<file path="config.mk">
export PLATFORM = sky130hd
export DESIGN_NAME = cnn_mem_reader
export DESIGN_NICKNAME = d
export VERILOG_FILES = /design/src/rtl/cnn_pkg.sv /design/src/rtl/cnn_rd_fifo.sv /design/src/rtl/cnn_mem_reader.sv
export SDC_FILE = /design/constraint.sdc
export NUM_CORES = 1
export LEC_CHECK = 0
export CORE_UTILIZATION = 32
export DETAILED_ROUTE_END_ITERATION = 8
export SLEW_MARGIN = 20
export SYNTH_ARGS = -nofsm -noshare
export SYNTH_HDL_FRONTEND = slang
export SYNTH_SLANG_ARGS = --single-unit
</file>
<file path="constraint.sdc">
create_clock -name clk -period 5.5 [get_ports clk]
set_clock_uncertainty 0.1 [all_clocks]
set_input_delay 1.375 -clock clk [delete_from_list [all_inputs] [get_ports clk]]
set_output_delay 1.375 -clock clk [all_outputs]
set_load 0.01 [all_outputs]
</file>
<file path="src/rtl/cnn_pkg.sv">
// Shared definitions for the CNN accelerator memory read path: default widths,
// the reader FSM state encoding and a byte-reversal helper.
package cnn_pkg;

  localparam int CNN_ADDR_W = 25;
  localparam int CNN_DATA_W = 32;
  localparam int CNN_LEN_W  = 16;

  typedef enum logic [1:0] {
    ST_IDLE  = 2'd0,
    ST_ISSUE = 2'd1,
    ST_DRAIN = 2'd2
  } rd_state_e;

  // Reverses byte order; the lowest byte of the input becomes the highest.
  function automatic logic [CNN_DATA_W-1:0] byte_swap(input logic [CNN_DATA_W-1:0] d);
    logic [CNN_DATA_W-1:0] r;
    r = '0;
    for (int i = 0; i < CNN_DATA_W / 8; i++) begin
      r[8*i +: 8] = d[CNN_DATA_W-8-8*i +: 8];
    end
    return r;
  endfunction

endpackage

</file>
<file path="src/rtl/cnn_rd_fifo.sv">
// Return-data buffer for cnn_mem_reader: synchronous FIFO with occupancy count.
// Push and pop in the same cycle are accepted at any occupancy.
module cnn_rd_fifo #(
  parameter int W     = 33,
  parameter int DEPTH = 4
) (
  input  logic                   clk,
  input  logic                   rst,
  input  logic                   i_push,
  input  logic [W-1:0]           i_data,
  input  logic                   i_pop,
  output logic [W-1:0]           o_data,
  output logic                   o_empty,
  output logic [$clog2(DEPTH):0] o_count
);

  localparam int AW = $clog2(DEPTH);
  localparam logic [AW:0]   FULL_C  = (AW+1)'(DEPTH);
  localparam logic [AW:0]   CNT_ONE = (AW+1)'(1);
  localparam logic [AW-1:0] PTR_ONE = AW'(1);

  logic [W-1:0]  r_mem [DEPTH];
  logic [AW-1:0] r_wr_ptr;
  logic [AW-1:0] r_rd_ptr;
  logic [AW:0]   r_count;

  logic w_do_pop;
  logic w_do_push;

  // A pop frees the slot the simultaneous push lands in, so full+pop still writes.
  assign w_do_pop  = i_pop && (r_count != '0);
  assign w_do_push = i_push && ((r_count != FULL_C) || w_do_pop);

  always_ff @(posedge clk or negedge rst) begin
    if (!rst) begin
      r_wr_ptr <= '0;
      r_rd_ptr <= '0;
      r_count  <= '0;
    end else begin
      if (w_do_push) r_wr_ptr <= r_wr_ptr + PTR_ONE;
      if (w_do_pop)  r_rd_ptr <= r_rd_ptr + PTR_ONE;
      case ({w_do_push, w_do_pop})
        2'b10:   r_count <= r_count + CNT_ONE;
        2'b01:   r_count <= r_count - CNT_ONE;
        default: r_count <= r_count;
      endcase
    end
  end

  always_ff @(posedge clk) begin
    if (w_do_push) r_mem[r_wr_ptr] <= i_data;
  end

  assign o_data  = r_mem[r_rd_ptr];
  assign o_empty = (r_count == '0);
  assign o_count = r_count;

endmodule

</file>
<file path="src/rtl/cnn_mem_reader.sv">
// CNN read master: fetches cmd_len words from cmd_base and streams them out with a last marker.
// Define CNN_RD_BYTESWAP_EN to byte-reverse every returned word before buffering.
module cnn_mem_reader
  import cnn_pkg::*;
#(
  parameter int ADDR_W     = CNN_ADDR_W,
  parameter int DATA_W     = CNN_DATA_W,
  parameter int LEN_W      = CNN_LEN_W,
  parameter int FIFO_DEPTH = 4
) (
  input  logic              clk,
  input  logic              rst,
  input  logic              cmd_valid,
  output logic              cmd_ready,
  input  logic [ADDR_W-1:0] cmd_base,
  input  logic [LEN_W-1:0]  cmd_len,
  output logic              mem_req,
  output logic [ADDR_W-1:0] mem_addr,
  input  logic              mem_gnt,
  input  logic              mem_rvalid,
  input  logic [DATA_W-1:0] mem_rdata,
  output logic              out_valid,
  input  logic              out_ready,
  output logic [DATA_W-1:0] out_data,
  output logic              out_last,
  output logic              busy,
  output logic              done
);

  localparam int CW = $clog2(FIFO_DEPTH) + 1;
  localparam logic [CW-1:0]     DEPTH_C  = CW'(FIFO_DEPTH);
  localparam logic [CW-1:0]     CNT_ONE  = CW'(1);
  localparam logic [LEN_W-1:0]  LEN_ONE  = LEN_W'(1);
  localparam logic [ADDR_W-1:0] ADDR_ONE = ADDR_W'(1);

  rd_state_e         r_state;
  logic [ADDR_W-1:0] r_addr;
  logic [LEN_W-1:0]  r_len;
  logic [LEN_W-1:0]  r_issued;
  logic [LEN_W-1:0]  r_pushed;
  logic [CW-1:0]     r_outstanding;
  logic              r_done;

  logic [CW-1:0]     w_fifo_count;
  logic              w_fifo_empty;
  logic [DATA_W:0]   w_fifo_head;
  logic [CW-1:0]     w_used;
  logic              w_credit;
  logic              w_grant;
  logic              w_rv_accept;
  logic              w_pop;
  logic              w_push_last;
  logic [DATA_W-1:0] w_rdata;

  // Every granted word holds a slot, either outstanding or buffered, until it pops.
  assign w_used      = w_fifo_count + r_outstanding;
  assign w_credit    = (w_used < DEPTH_C);
  assign mem_req     = (r_state == ST_ISSUE) && (r_issued < r_len) && w_credit;
  assign w_grant     = mem_req && mem_gnt;
  assign w_rv_accept = mem_rvalid && (r_outstanding != '0);
  assign w_pop       = out_valid && out_ready;
  assign w_push_last = (r_pushed == (r_len - LEN_ONE));

`ifdef CNN_RD_BYTESWAP_EN
  assign w_rdata = byte_swap(mem_rdata);
`else
  assign w_rdata = mem_rdata;
`endif

  cnn_rd_fifo #(
    .W     (DATA_W + 1),
    .DEPTH (FIFO_DEPTH)
  ) u_fifo (
    .clk     (clk),
    .rst     (rst),
    .i_push  (w_rv_accept),
    .i_data  ({w_push_last, w_rdata}),
    .i_pop   (w_pop),
    .o_data  (w_fifo_head),
    .o_empty (w_fifo_empty),
    .o_count (w_fifo_count)
  );

  assign out_valid = !w_fifo_empty;
  assign out_data  = out_valid ? w_fifo_head[DATA_W-1:0] : '0;
  assign out_last  = out_valid && w_fifo_head[DATA_W];
  assign mem_addr  = r_addr;
  assign cmd_ready = (r_state == ST_IDLE);
  assign busy      = (r_state != ST_IDLE);
  assign done      = r_done;

  // Counter updates come first so a command acceptance in IDLE can clear them.
  always_ff @(posedge clk or negedge rst) begin
    if (!rst) begin
      r_state       <= ST_IDLE;
      r_addr        <= '0;
      r_len         <= '0;
      r_issued      <= '0;
      r_pushed      <= '0;
      r_outstanding <= '0;
      r_done        <= 1'b0;
    end else begin
      r_done <= 1'b0;

      case ({w_grant, w_rv_accept})
        2'b10:   r_outstanding <= r_outstanding + CNT_ONE;
        2'b01:   r_outstanding <= r_outstanding - CNT_ONE;
        default: r_outstanding <= r_outstanding;
      endcase

      if (w_rv_accept) r_pushed <= r_pushed + LEN_ONE;

      case (r_state)
        ST_IDLE: begin
          if (cmd_valid) begin
            r_addr   <= cmd_base;
            r_len    <= cmd_len;
            r_issued <= '0;
            r_pushed <= '0;
            if (cmd_len != '0) r_state <= ST_ISSUE;
            else               r_done  <= 1'b1;
          end
        end
        ST_ISSUE: begin
          if (w_grant) begin
            r_addr   <= r_addr + ADDR_ONE;
            r_issued <= r_issued + LEN_ONE;
            if ((r_issued + LEN_ONE) == r_len) r_state <= ST_DRAIN;
          end
        end
        ST_DRAIN: begin
          if (w_pop && out_last) begin
            r_state <= ST_IDLE;
            r_done  <= 1'b1;
          end
        end
        default: r_state <= ST_IDLE;
      endcase
    end
  end

endmodule

</file>
## After elaboration in Yosys (flattened, before gate mapping)

Memories as Yosys holds them, arrays and structs flattened.
Cells that the tools add are included.

- Bits in writable memories: 132
- Output and inout port bits: 63
- Register bits: 86
- Bits of input ports: 79
- ROM bits: 0
- Latch bits: 0
- Memories: 1
- Logic and storage cells: 85

Memory list:

| memory | depth | bits a word | read ports | clocked after Yosys merged registers in | write ports | line | text |
|---|---|---|---|---|---|---|---|
| u_fifo.r_mem | 4 | 33 | 1 | 0 | 1 | cnn_rd_fifo.sv:22 | `logic [W-1:0] r_mem [DEPTH];` |

- $lt $le $gt $ge: 2
- Equality and inequality tests: 14
- Reduce and logical (&&, ||, !) cells: 23
- Mux-type cells: 24
- Divide/modulo/power cells: 0
- Shifts and indexed selects: 0
- Add/sub/neg operators: 11
- Bitwise operators: 0
- Multiply operators: 0

Operator list:

| cell | number |
|---|---|
| $mux W16 | 5 |
| $mux W25 | 2 |
| $pmux W25 S2 | 1 |
| $add A16 B1 Y16 const B | 2 |
| $eq A16 B16 Y1 | 2 |
| $mux W32 | 1 |
| $pmux W16 S2 | 1 |
| $add A25 B1 Y25 const B | 1 |
| $lt A16 B16 Y1 | 1 |
| $reduce_bool A16 Y1 | 1 |
| $sub A16 B1 Y16 const B | 1 |
| $pmux W3 S2 | 2 |
| $mux W2 | 5 |
| $logic_and A1 B1 Y1 | 9 |
| $reduce_bool A2 Y1 | 4 |
| $add A3 B1 Y3 const B | 2 |
| $eq A2 B1 Y1 const B | 3 |
| $eq A2 B2 Y1 const B | 3 |
| $ne A2 B2 Y1 const B | 3 |
| $pmux W2 S3 | 1 |
| $reduce_bool A3 Y1 | 2 |
| $sub A3 B1 Y3 const B | 2 |
| $mux W1 | 5 |
| $reduce_and A5 Y1 | 1 |
| other kinds (12) | 14 |

## Longest topological paths before layout

Gate-level depths: netlist of run 1.

- Word-level depth: 8
- Gate-level depth with buffers: 16

## By module

Synthesis of run 1 repeated with hierarchy kept, for this count alone.

- Cell total of the unflattened synthesis: 897
- Area total of the unflattened synthesis: 10766.6 sq um

By module, submodules not included:

| module | instances | sequential area each (sq um) | area each (sq um) | cells an instance |
|---|---|---|---|---|
| cnn_mem_reader | 1 | 1976.9 | 5530.3 | 679 |
| cnn_rd_fifo | 1 | 4139.0 | 5236.3 | 218 |

## Least setup slack after synthesis of run 1

Ideal clock, no wire load.

- Path kind: input -> register
- Start: input port mem_rvalid
- End: memory u_fifo.r_mem[0][0] (enable)
- Setup time: 0.393 ns
- Cell stages on the path: 4
- Arrival: 3.096 ns
- Required time: 5.007 ns
- Path slack: 1.910 ns
- Cells stage by stage: o31a_1 -> clkbuf_1 -> o41a_1 -> and2_1

- Longest elaborated chain between the ends: 4

Ends and longest elaborated chain:

| element | line | text |
|---|---|---|
| start: declaration | cnn_mem_reader.sv:20 | `input logic mem_rvalid,` |
| $logic_and A1 B1 Y1 | cnn_mem_reader.sv:60 | `assign w_rv_accept = mem_rvalid && (r_outstanding != '0);` |
| $logic_and A1 B1 Y1 | cnn_rd_fifo.sv:32 | `assign w_do_push = i_push && ((r_count != FULL_C) \|\| w_do_pop);` |
| $mux W1 | cnn_rd_fifo.sv:51 | `if (w_do_push) r_mem[r_wr_ptr] <= i_data;` |
| $mux W1 (implied by the code) | cnn_rd_fifo.sv:51 |  |
| end: declaration | cnn_rd_fifo.sv:22 |  |

Every way passes these cells.

## Worst setup path in the final report of run 1

- Start: register r_len[3]
- End: output port mem_req

- Longest elaborated chain between the ends: 3

Ends and longest elaborated chain:

| element | line | text |
|---|---|---|
| start: declaration | cnn_mem_reader.sv:38 | `logic [LEN_W-1:0] r_len;` |
| start signal: assignment | cnn_mem_reader.sv:117 | `r_len <= cmd_len;` |
| $lt A16 B16 Y1 | cnn_mem_reader.sv:58 | `assign mem_req = (r_state == ST_ISSUE) && (r_issued < r_len) && w_credit;` |
| $logic_and A1 B1 Y1 (2 in a row) | cnn_mem_reader.sv:58 |  |
| end: declaration | cnn_mem_reader.sv:17 | `output logic mem_req,` |

Every way passes these cells.

==> key figures, run 1 <==
Outcome
  • Result of the run: completed

Drt
  • DRC violations left: 0
  • Aggregate routed wire length: between 20000 and 30000 µm
  • Antenna-violating nets left: 0
  • Router iterations before antenna repair: 4
  • Total number of vias: approximately 7600
  • Drt via density: approximately 5.0
  • Routed WL per cell: 17.27 µm
  • Iteration-0 DRC count of the detailed router: 431

Hold path
  • Hold Path Origin: r_state[1]
  • Number of instances on the worst hold path: 1
  • WHS Endpoint: r_state[0]
  • Class of the tightest hold or removal check: reg2reg

Floorplanning
  • Die Y: between 150 and 200 µm
  • Io pins: roughly 140
  • Area of the die: about 35000 µm²
  • Floorplan Core Area: between 30000 and 40000 µm²
  • Starting density of the core: 0.3250
  • Die X: 186.6 µm
  • # rows: 67

Critical path
  • Launch instance of the worst register-to-register path: r_len[8]
  • Class of the most critical setup path: reg2out
  • Worst Reg2Reg Path Length in Cells: 13
  • Reg2Reg Setup Slack: around 2.1 ns
  • Reg2reg end: r_outstanding[2]
  • Data required time of the critical path: between 4 and 5 ns
  • Kind of capture point of the worst setup path: output port
  • Signal arrival time at the worst endpoint: 3.04 ns
  • Startpoint Class: flip-flop
  • Worst Path Max Fanout: 7

Synth
  • Synthesized instance count: a little over 900
  • Synth Warn #: 0
  • Combined area of all synthesized cells: 10900 µm²
  • Sequential area share after synthesis: 0.5611
  • Number of synthesized register bits: 218
  • Number of synthesized flops with an enable pin: 132
  • Post-synthesis average cell area: 11.96 µm²
  • Main synth FF type: sky130_fd_sc_hd__edfxtp_1
  • Count of different cell masters after synthesis: 70
  • Asr flop ratio synth: 0.3945
  • Net count after synthesis: 1018

Global route
  • Maximum number of pins on one net before global-route repair: 53
  • Global-route usage over all layers: 0.1510
  • Total overflow reported by the global router: 0
  • Antenna violations before repair: 2
  • Wire length of the first global-routing pass: approximately 43000 µm
  • Number of global-route vias before repair: just under 8000

Clocking
  • Clock tree sinks: 218
  • Post-CTS setup buffer count: 0
  • Clock edge transition at the registers on the reported setup and hold paths: approximately 0.06 ns
  • Number of buffers created by CTS: 25
  • CTS resizes: 0
  • Latest clock arrival within the worst-skew pair: ~0.53 ns
  • Quantity of hold-fixing buffers added after cts: 0
  • Root cell of the clock tree: sky130_fd_sc_hd__clkbuf_16
  • CTS H-tree lvls: 1
  • TritonCTS clock tree: done
  • Worst-case clock buffer depth: 3

Power
  • Power Dens Cells: 503.5 nW/µm²
  • Overall power of the completed layout: 0.006833 W
  • Leakage Power: a little under 5 nW
  • Max rail drop VDD: approximately 0.38 mV

STA
  • Unrepaired setup endpoints after global routing: false
  • Final count of negative-setup-slack endpoints: 0
  • Tightest Pin Transition: 1.051 ns
  • Fraction of the cycle the final worst path needs: 0.8204
  • Worst slew margin: 0.2991
  • Highest achievable clock rate: ~0.22 GHz
  • Clock period minus worst slack: about 4.5 ns
  • Final max-slew violation count: 0
  • Post-Route Setup TNS: 0 ns
  • Total count of hold-check failures in the final report: 0

Placement
  • Post-detailed-placement cell area: around 13000 µm²
  • Global placer's final weighted congestion: ~0.86
  • Hpwl dp: around 18000 µm
  • Number of port buffers: between 100 and 150

Finish
  • Fraction of final layout cells sized beyond drive strength 1: 0.1073
  • Growth of design area from synthesis to finish: 24.51%
  • Design area: ~14000 µm²
  • Count of nets after finishing: ~1200
  • Multi-input gate area: between 4000 and 5000 µm²
  • Sequential Area: just over 6000 µm²
  • Fill cell total of the finished layout: 3210

Flow run
  • Max-capacitance violation count: 0
-- where the power goes --
group          leakage (nW)  switching, W  total, W  internal, W
logic                  2.23       0.00132   0.00268      0.00136
registers              2.27      0.000405   0.00256      0.00216
clock network         0.384      0.000647   0.00159     0.000939
total                  4.88       0.00238   0.00683      0.00446
-- synthesized netlist by cell type (26+ instances only) --
master,instances,area [µm²]
sky130_fd_sc_hd__ha_1,26,325.3
sky130_fd_sc_hd__o21ai_0,69,345.3
sky130_fd_sc_hd__xnor2_1,38,332.8
sky130_fd_sc_hd__xor2_1,28,245.2
sky130_fd_sc_hd__nor2_1,58,217.7
sky130_fd_sc_hd__clkbuf_1,31,116.4
sky130_fd_sc_hd__dfrtp_1,86,2152
sky130_fd_sc_hd__mux4_2,33,743.2
sky130_fd_sc_hd__a21oi_1,54,270.3
sky130_fd_sc_hd__and2_1,44,275.3
sky130_fd_sc_hd__inv_1,33,123.9
sky130_fd_sc_hd__edfxtp_1,132,3964
sky130_fd_sc_hd__nand3_1,38,190.2
sky130_fd_sc_hd__nand2_1,77,289.0
-- per-layer routing --
| layer | vias up | track usage | routed length [µm] |
|---|---|---|---|
| met5 | - | 0 | 0 |
| met1 | 3774 | 0.2044 | 11790 |
| met4 | 0 | 0.03783 | 487 |
| li1 | 3621 | - | - |
| met2 | 167 | 0.2407 | 12090 |
| met3 | 32 | 0.03987 | 1741 |
-- registers in the layout, indices dropped and copies added (netlist names) --
| signal | cells |
|---|---|
| mem_addr | 25 |
| u_fifo.r_rd_ptr | 2 |
| u_fifo.o_count | 3 |
| u_fifo.r_mem | 132 |
| r_state | 2 |
| r_issued | 16 |
| u_fifo.r_wr_ptr | 2 |
| r_pushed | 16 |
| done | 1 |
| r_len | 16 |
| r_outstanding | 3 |
-- critical path, stage by stage (launching register included) --
cell and delay [ns]:
sky130_fd_sc_hd__dfrtp_1 0.48, sky130_fd_sc_hd__inv_1 0.12, sky130_fd_sc_hd__ha_1 0.33, sky130_fd_sc_hd__a211oi_1 0.29
sky130_fd_sc_hd__a211oi_1 0.14, sky130_fd_sc_hd__o31ai_2 0.25, sky130_fd_sc_hd__buf_4 0.20, sky130_fd_sc_hd__and2_1 0.13
sky130_fd_sc_hd__clkdlybuf4s50_1 0.56
-- worst max-delay path by stage --
stage	startpoint	to
4_1_cts	r_len[3]	mem_req
3_5_place_dp	mem_rvalid	u_fifo.r_mem[0][14]
5_1_grt	r_len[3]	mem_req
2_1_floorplan	mem_rvalid	u_fifo.r_mem[0][0]
6_report	r_len[3]	mem_req
3_3_place_gp	mem_rvalid	u_fifo.r_mem[0][14]
-- logic make-up (layout without fill, tap and decap cells) --
group | Yosys count | in the layout | synth area share
buf+inv | 83 | 234 | 0.03122
flops | 218 | 218 | 0.5611
mux | 38 | 38 | 0.07324
simple gates | 291 | 291 | 0.1434
xor+xnor | 66 | 66 | 0.05304
other cells | 0 | 2 | 0
fa+ha+maj | 28 | 28 | 0.03352
compound gates | 187 | 187 | 0.1045
-- per-stage QoR --
step	setup WS, ns	hold slack (ns)	util	cells
5_1_grt	0.8225	0.4317	0.4046	1510
4_1_cts	1.000	0.4120	0.4046	1510
3_3_place_gp	1.534	0.3975	0.3811	1466
3_5_place_dp	1.526	0.3981	0.3811	1466
2_1_floorplan	1.910	0.3705	-	911
6_report	0.9877	0.4098	0.4047	1512
-- final cells by class --
| type | instances | share of cell area |
|---|---|---|
| Multi-Input combinational cell | 610 | 0.3278 |
| Tap cell | 448 | 0.04131 |
| Sequential cell | 218 | 0.4508 |
| Antenna cell | 2 | 0.0003688 |
| Clock inverter | 8 | 0.005901 |
| Inverter | 33 | 0.009128 |
| Timing Repair Buffer | 157 | 0.1127 |
| Clock buffer | 36 | 0.05209 |
-- cell usage in the layout, fill, tap and decap left out, types with 33 or more instances in the layout --
cell type	netlist	final
sky130_fd_sc_hd__nand2_1	77	77
sky130_fd_sc_hd__inv_1	33	33
sky130_fd_sc_hd__a21oi_1	54	54
sky130_fd_sc_hd__mux4_2	33	33
sky130_fd_sc_hd__edfxtp_1	132	132
sky130_fd_sc_hd__nand3_1	38	37
sky130_fd_sc_hd__clkdlybuf4s50_1	0	140
sky130_fd_sc_hd__and2_1	44	44
sky130_fd_sc_hd__dfrtp_1	86	85
sky130_fd_sc_hd__nor2_1	58	58
sky130_fd_sc_hd__xnor2_1	38	38
sky130_fd_sc_hd__o21ai_0	69	69
Power figures use the tool's default switching activity.
==> run 2: changes to the inputs <==
Clock period 5.5 ns to 4.7 ns, I/O delays scaled along.
==> run 2 against run 1 <==
  * Setup slack got worse by 0.57 ns
  * Die area did not move
  * Sequential share of layout area fell by 0.14 points
  * Via count fell by 0.37%
  * Non-clock buffer count did not move
  * Largest cell class unchanged
  * Highest routed layer unchanged
==> key figures, run 2 (synthesis results as in run 1) <==
Hold path
  • Class of the tightest hold or removal check: reg2reg

Finish
  • Flip-flop count of the largest register after layout: 132 (unchanged)
  • Most flops, register: u_fifo.r_mem
  • Growth of design area from synthesis to finish: 24.90%
  • Fraction of final layout cells sized beyond drive strength 1: 0.1072 (about the same)
  • Most frequent cells in the layout: 140 x sky130_fd_sc_hd__clkdlybuf4s50_1, 132 x sky130_fd_sc_hd__edfxtp_1, 85 x sky130_fd_sc_hd__dfrtp_1
  • Multi-input gate area: 4443 µm² (-0.11%)
  • Fin cells: 1512 (unchanged)
  • Fill cell total of the finished layout: 3175 (-1.1%)
  • Count of nets after finishing: 1153 (+0.087%)
  • Sequential Area: 6117 µm² (unchanged)
  • Most common library cell in the layout ignoring fill and taps: sky130_fd_sc_hd__clkdlybuf4s50_1

Clocking
  • Worst-case clock buffer depth: 3 (unchanged)
  • Clock tree sinks: 218 (unchanged)
  • CTS resizes: 0 (unchanged)
  • Clock edge transition at the registers on the reported setup and hold paths: 0.06 ns (about the same)
  • Post-CTS setup buffer count: 0 (unchanged)
  • Quantity of hold-fixing buffers added after cts: 0 (unchanged)
  • CTS H-tree lvls: 1 (unchanged)
  • Root cell of the clock tree: sky130_fd_sc_hd__clkbuf_16
  • Latest clock arrival within the worst-skew pair: 0.55 ns (+0.02 ns)
  • Number of buffers created by CTS: 26 (+4.0%)
  • TritonCTS clock tree: done

Drt
  • Router iterations before antenna repair: 7 (+3)
  • Drt via density: 5.004 (-0.37%)
  • Iteration-0 DRC count of the detailed router: 371 (-14%)
  • Antenna-violating nets left: 0 (unchanged)
  • Total number of vias: 7566 (-0.37%)
  • Routed WL per cell: 17.17 µm (-0.56%)
  • DRC violations left: 0 (unchanged)
  • Aggregate routed wire length: 25960 µm (-0.56%)

Global route
  • Antenna violations before repair: 1 (-1)
  • Maximum number of pins on one net before global-route repair: 50 (-5.7%)
  • Number of global-route vias before repair: 7507 (-2.7%)
  • Global-route usage over all layers: 0.1483 (-0.002733)
  • Total overflow reported by the global router: 0 (unchanged)
  • Wire length of the first global-routing pass: 41400 µm (-3.1%)

Critical path
  • Data required time of the critical path: 3.42 ns (-0.61 ns)
  • Class of the most critical setup path: reg2out
  • Worst Path Max Fanout: 7 (unchanged)
  • Kind of capture point of the worst setup path: output port
  • Signal arrival time at the worst endpoint: 3.01 ns (-0.03 ns)
  • Startpoint Class: flip-flop

STA
  • Total count of hold-check failures in the final report: 0 (unchanged)
  • Final max-slew violation count: 0 (unchanged)
  • Unrepaired setup endpoints after global routing: false
  • Final-layout worst hold slack: 0.4009 ns (-0.008884 ns)
  • Final count of negative-setup-slack endpoints: 0 (unchanged)
  • Highest achievable clock rate: between 0.2 and 0.25 GHz
  • Worst slew margin: 0.4011 (+0.1021)
  • Post-Route Setup TNS: 0 ns (unchanged)
  • Fraction of the cycle the final worst path needs: 0.9119
  • Clock period minus worst slack: about 4.3 ns
  • Tightest Pin Transition: 0.8983 ns (-0.1531 ns)

Flow run
  • Max-capacitance violation count: 0 (unchanged)

Floorplanning
  • # rows: 67 (unchanged)
  • Die X: 186.6 µm (unchanged)
  • Area of the die: 34800 µm² (unchanged)
  • Floorplan Core Area: 33530 µm² (unchanged)
  • Io pins: 142 (unchanged)
  • Die Y: 186.6 µm (unchanged)
  • Starting density of the core: 0.3250 (unchanged)

Outcome
  • Result of the run: completed

Placement
  • Number of port buffers: 141 (unchanged)
  • Hpwl dp: 17440 µm (-2.7%)
  • Placed cells: 1466 (unchanged)
  • Global placer's final weighted congestion: 0.8661 (+0.89%)

Power
  • Leakage Power: 4.901 nW (+0.35%)
  • Overall power of the completed layout: 0.008083 W (+18%)
  • Power Dens Cells: 593.8 nW/µm² (+18%)
  • Max rail drop VDD: 0.3777 mV (-1.8%)
-- run 2: changes by cell type in the layout (fill, tap and decap cells not counted), sizes merged --
cell,previous run,this run
bufinv,1,2
diode,2,1
clkbuf,36,32
inv,34,33
clkinv,5,10
-- run 2: final cells by class --
cell class	count	share of cell area
Timing Repair Buffer	157	0.1132
Sequential cell	218	0.4494
Tap cell	448	0.04118
Clock inverter	13	0.01039
Multi-Input combinational cell	610	0.3264
Antenna cell	1	0.0001838
Clock buffer	32	0.05018
Inverter	33	0.009099
-- run 2: through the flow --
| step | util | setup slack, ns | cell area [µm²] |
|---|---|---|---|
| CTS | 0.4059 | 0.4033 | 13610 |
| global placement | 0.3813 | 0.9619 | 12790 |
| floorplan | - | 1.310 | 10900 |
| global route | 0.4059 | 0.2913 | 13610 |
| finish | 0.4060 | 0.4138 | 13610 |
| detailed placement | 0.3813 | 0.9899 | 12790 |
-- run 2: worst max-delay path, stage by stage, from the launching register on --
cell and delay, ns:
sky130_fd_sc_hd__dfrtp_1 0.49, sky130_fd_sc_hd__inv_1 0.11, sky130_fd_sc_hd__ha_1 0.32, sky130_fd_sc_hd__a211oi_1 0.27, sky130_fd_sc_hd__a211oi_1 0.13, sky130_fd_sc_hd__o31ai_2 0.26, sky130_fd_sc_hd__buf_4 0.20, sky130_fd_sc_hd__and2_1 0.13
sky130_fd_sc_hd__clkdlybuf4s50_1 0.57
-- run 2: per-layer routing --
metal  part of all wire  vias up  track usage
li1                   -     3623            -
met1               0.45     3723       0.1980
met2               0.46      181       0.2391
met3              0.068       39      0.03950
met4              0.021        0      0.03752
met5                  0        -            0
-- run 2: path summary, 6_finish.rpt --
check,start,endpoint,slack (ns),cells after the start
worst max-delay path,r_len[3],mem_req,0.41,8
worst min register to register,r_state[0],done,0.40,1
min in group asynchronous,rst,mem_addr[5],0.53,1
worst min-delay path,r_state[0],done,0.40,1
worst max register to register,r_len[8],r_outstanding[2],1.32,13
max in group asynchronous,rst,r_state[0],3.19,2
-- run 2: power by group --
group          switching (W)  internal, W  total [W]  leakage, nW
Combinational        0.00162      0.00160    0.00322         2.23
Clock               0.000785      0.00114    0.00193        0.399
Sequential          0.000412      0.00253    0.00294         2.27
==> edit 1, RTL diff (settings of run 2) <==
The package constant `CNN_LEN_W` goes from 16 to 32.
--- a/src/rtl/cnn_pkg.sv
+++ b/src/rtl/cnn_pkg.sv
@@ -6,3 +6,3 @@
   localparam int CNN_DATA_W = 32;
-  localparam int CNN_LEN_W  = 16;
+  localparam int CNN_LEN_W  = 32;
 
Interface: changed (resized cmd_len); port bits go from 142 to 158. The function was not compared with the original's and may differ.
==> edit 1 against run 2 <==
  * Setup slack worse by 0.27 ns
  * Count of clock-buffer cells in the layout up 9
  * Combinational power down 10%
  * Power up 3.9%
  * Sequential cell count up 48
  * Routed wire length up 53%
  * Design area up 30%
  * Synthesized area up 33%
  * Register-to-register slack worse by 0.47 ns
  * Critical path type unchanged
  * Critical endpoint unchanged
==> edit 1: results (changes against run 2) <==
- Outcome: complete, no violations
- Dpl hpwl: 27.9 mm (+60%)
- Most area-consuming cells after synthesis: edfxtp_1 27%, dfrtp_1 23%, mux4_2 5.1%
- FFs w/ async S/R, synth: 50.4% (+11 points)
- Dpl ws: 0.673 ns (-0.317 ns)
- Most used DFF post-synth: dfrtp_1
- First-pass GRT wire length: 62.6 mm (+51%)
- P_sw: 2.78 mW (-1.1%)
- Post-synthesis sequential area ratio: 50.4% (-5.7 points)
- WP data arrival: 3.28 ns (+0.27 ns)
- Ant diodes: 0 (-1)
- Routability Congestion: 0.893 (+3.1%)
- LEAKAGE: 6.45 nW (+32%)
- Total number of vias: 11100 (+47%)
- Maximum clock path buffer count: 3 (unchanged)
- Total GRT Usage: 17.0% (+2.2 points)
- Most flop-heavy register: u_fifo.r_mem
- Critical Path Source: r_len[30]$_DFFE_PN0P_
- Max Used Layer: met5
- Slew Limit Headroom: 39.7% (-0.44 points)
- Cell Area, Placed: 16700 um^2 (+31%)
- Max VDD drop: 0.471 mV (+25%)
- Largest net degree at the start of global routing: 78 (+56%)
- RR Endpoint: r_state[0]$_DFFE_PN0P_
- Met2 usage: 28.4% (+4.5 points)
- Share of cells above drive strength 1: 9.32% (-1.4 points)
- Fill cells: 4337 (+37%)
- Clock Latency Late Sink: 0.58 ns (+0.03 ns)
- Syn Nets: 1494 (+47%)
- Cells on worst reg2reg path: 9 (-4)
- Met1 WL: 17.1 mm (+46%)
- Final #Nets: 1641 (+42%)
- Fin Hold WS: 0.406 ns (+0.00543 ns)
- R2R Setup Slk: 0.85 ns (-0.47 ns)
- WL final: 39.7 mm (+53%)
- Initial DRC count: 898 (+140%)
- DRT Pass-1 Iters: 6 (-1)
- Post-synth top cells: 134 x dfrtp_1, 132 x edfxtp_1, 114 x nor2_1, 112 x o21ai_0, 95 x nand2_1
- Num CTS Buffers: 31 (+19%)
- Yosys cell types: 84 (+20%)
- Met2 wire length: 18.8 mm (+57%)
- Share of the clock period used by the worst path: 96.9% (+5.7 points)
- Global routing usage on met3: 3.98% (+0.028 points)
- Worst-path fanout max: 5 (-2)
- FF-to-FF Start: r_issued[1]$_DFFE_PN0P_
[edit 1: power groups by stage]
stage / clock [mW] / combinational [mW] / sequential [mW]
2_1_floorplan: 0 / 1.74 / 3.08
3_3_place_gp: 0 / 2.91 / 3.21
3_5_place_dp: 0 / 2.91 / 3.22
4_1_cts: 2.38 / 2.94 / 3.18
5_1_grt: 2.47 / 3.18 / 3.23
6_report: 2.33 / 2.89 / 3.18
[edit 1: what timing repair did]
action,in CTS,in global routing
gates resized for setup,0,2
setup endpoints to repair,0,1
setup buffers,0,2
[edit 1: worst max-delay path, stage by stage, from the launching register on]
cell and delay, ns:
dfrtp_1 0.44, inv_1 0.10, ha_1 0.32, nand4_1 0.20, nor4_1 0.47, nand4_1 0.18, a31o_2 0.30, and3_1 0.15
clkdlybuf4s50_1 0.54
[edit 1: final cells by class]
| type | instances | area (um^2) | share of cell area, % |
|---|---|---|---|
| clock buffers | 41 | 843 | 4.75 |
| clock inverters | 14 | 128 | 0.720 |
| inverters | 56 | 210 | 1.19 |
| multi-input cells | 961 | 6650 | 37.5 |
| flip-flops and latches | 266 | 7320 | 41.3 |
| well taps | 592 | 741 | 4.18 |
| repair buffers | 186 | 1840 | 10.4 |
[edit 1: kinds of logic after synthesis]
kind of cell,Yosys count,synth area share (%)
xor gates and xnor gates,118,7.12
AOI/OAI and AO/OA,287,12.1
DFF,266,50.4
buffers and inverters,128,3.96
and+or+nand+nor,477,17.3
adders and majority gates,44,3.90
muxes,35,5.27
[edit 1: per-stage QoR]
step / std cells / power (mW)
2_1_floorplan: 1355 / 4.82
3_3_place_gp: 2059 / 6.11
3_5_place_dp: 2059 / 6.13
4_1_cts: 2114 / 8.50
5_1_grt: 2116 / 8.87
6_report: 2116 / 8.40
==> edit 2, RTL diff (settings of run 2) <==
Made on the original files. Reset style: synchronous (`rst`), changed in 2 clocked blocks.
--- a/src/rtl/cnn_rd_fifo.sv
+++ b/src/rtl/cnn_rd_fifo.sv
@@ -33,3 +33,3 @@
 
-  always_ff @(posedge clk or negedge rst) begin
+  always_ff @(posedge clk) begin
     if (!rst) begin
--- a/src/rtl/cnn_mem_reader.sv
+++ b/src/rtl/cnn_mem_reader.sv
@@ -92,3 +92,3 @@
   // Counter updates come first so a command acceptance in IDLE can clear them.
-  always_ff @(posedge clk or negedge rst) begin
+  always_ff @(posedge clk) begin
     if (!rst) begin
Behaviour: differs if rst is asserted again (counterexample within 4 cycles, from zero or initial values and one cycle with rst low); with rst held inactive, the same outputs for 4 cycles.
==> edit 2 against run 2 <==
  * Sequential cell count is 2 higher
  * Via count is 4.1% higher
  * Routed wire length is 1.8% higher
  * Die area is 1.7% lower
  * Synthesized area is 1.7% lower
  * Setup slack worse by 0.016 ns
  * Design area is 1.4% lower
  * Critical path type unchanged
  * Largest cell class unchanged
Power is not compared: it rests on default switching activity, and its combinational part moved more than twofold at a synthesized area within 25%.
==> edit 2: results (changes against run 2) <==
- Num CTS Buffers: 25 (-3.8%)
- Share of cells above drive strength 1: 9.73% (-1.0 points)
- R2R Setup Slk: 1.28 ns (-0.04 ns)
- FF-to-FF Start: r_len[10]$_SDFFE_PN0P_
- Area share of the leading cell type in the synthesized netlist: 37.0% (+0.63 points)
- Total number of vias: 7874 (+4.1%)
- Initial antenna violation count: 0 (-1)
- Met1 usage: 20.7% (+0.88 points)
- Met1 WL: 12.1 mm (+3.6%)
- FFs w/ async S/R, synth: 0% (-39 points)
- Yosys cell types: 67 (-4.3%)
- HP Start: mem_addr[24]$_SDFFE_PN0P_
- WP data arrival: 3.03 ns (+0.02 ns)
- Critical Path Source: r_len[6]$_SDFFE_PN0P_
- Hold Path Depth: 2 (+1)
- Met2 wire length: 12.2 mm (+1.9%)
- DRT Pass-1 Iters: 5 (-2)
- Worst stage delay on the critical path: 0.54 ns (-0.03 ns)
- Outcome: complete, no violations
- Clock Latency Late Sink: 0.53 ns (-0.02 ns)
- Ant diodes: 0 (-1)
- Placed insts: 1498 (+2.2%)
- Worst Slack Setup Final: 0.398 ns (-0.0156 ns)
- Vias per inst: 5.11 (+2.0%)
- Routability Congestion: 0.838 (-3.2%)
- Fill cells: 3169 (-0.19%)
==> edit 2: changes by cell type in the layout (fill, tap and decap cells not counted), sizes merged, moves of 9 or more <==
cell   before  now
dfxtp       0   88
xnor2      38   27
o21ai      70   29
a21oi      55   71
and3        8   17
nand2      79   90
or3         0   10
dfrtp      86    0
==> edit 2: through the flow <==
| step | util (%) | cell area, um^2 | hold WS [ns] |
|---|---|---|---|
| 3_3_place_gp | 38.5 | 12600 | 0.391 |
| 2_1_floorplan | - | 10700 | 0.374 |
| 4_1_cts | 41.0 | 13400 | 0.411 |
| 5_1_grt | 41.0 | 13400 | 0.442 |
| 6_report | 41.0 | 13400 | 0.417 |
| 3_5_place_dp | 38.5 | 12600 | 0.400 |
==> edit 2: cells by family after synthesis <==
kind of cell | Yosys count
fa+ha+maj | 28
xor+xnor | 61
flops | 220
simple gates | 337
mux | 41
compound gates | 180
buf+inv | 92
==> edit 2: layout make-up <==
| class | count | share of cell area (%) |
|---|---|---|
| clock inverter | 7 | 0.727 |
| timing repair buffer | 159 | 11.6 |
| inverter | 30 | 0.839 |
| tap | 442 | 4.12 |
| sequential | 220 | 42.7 |
| multi-input combinational | 647 | 34.6 |
| clock buffer | 37 | 5.45 |
==> edit 2: where the power goes <==
| group | internal (mW) | switching [mW] | leakage [nW] |
|---|---|---|---|
| registers | 2.20 | 0.135 | 1.91 |
| logic | 0.784 | 0.666 | 2.22 |
| clock network | 1.18 | 0.760 | 0.407 |
| total | 4.17 | 1.56 | 4.54 |
==> edit 2: critical path, delay by kind of cell (launching register included) <==
family	cells	cell delay, ns
adder cells (fa/ha/maj)	1	0.34
AND/OR/NAND/NOR	2	0.29
flip-flops	1	0.49
AO/OA/AOI/OAI	3	0.55
buffers and inverters	3	0.82
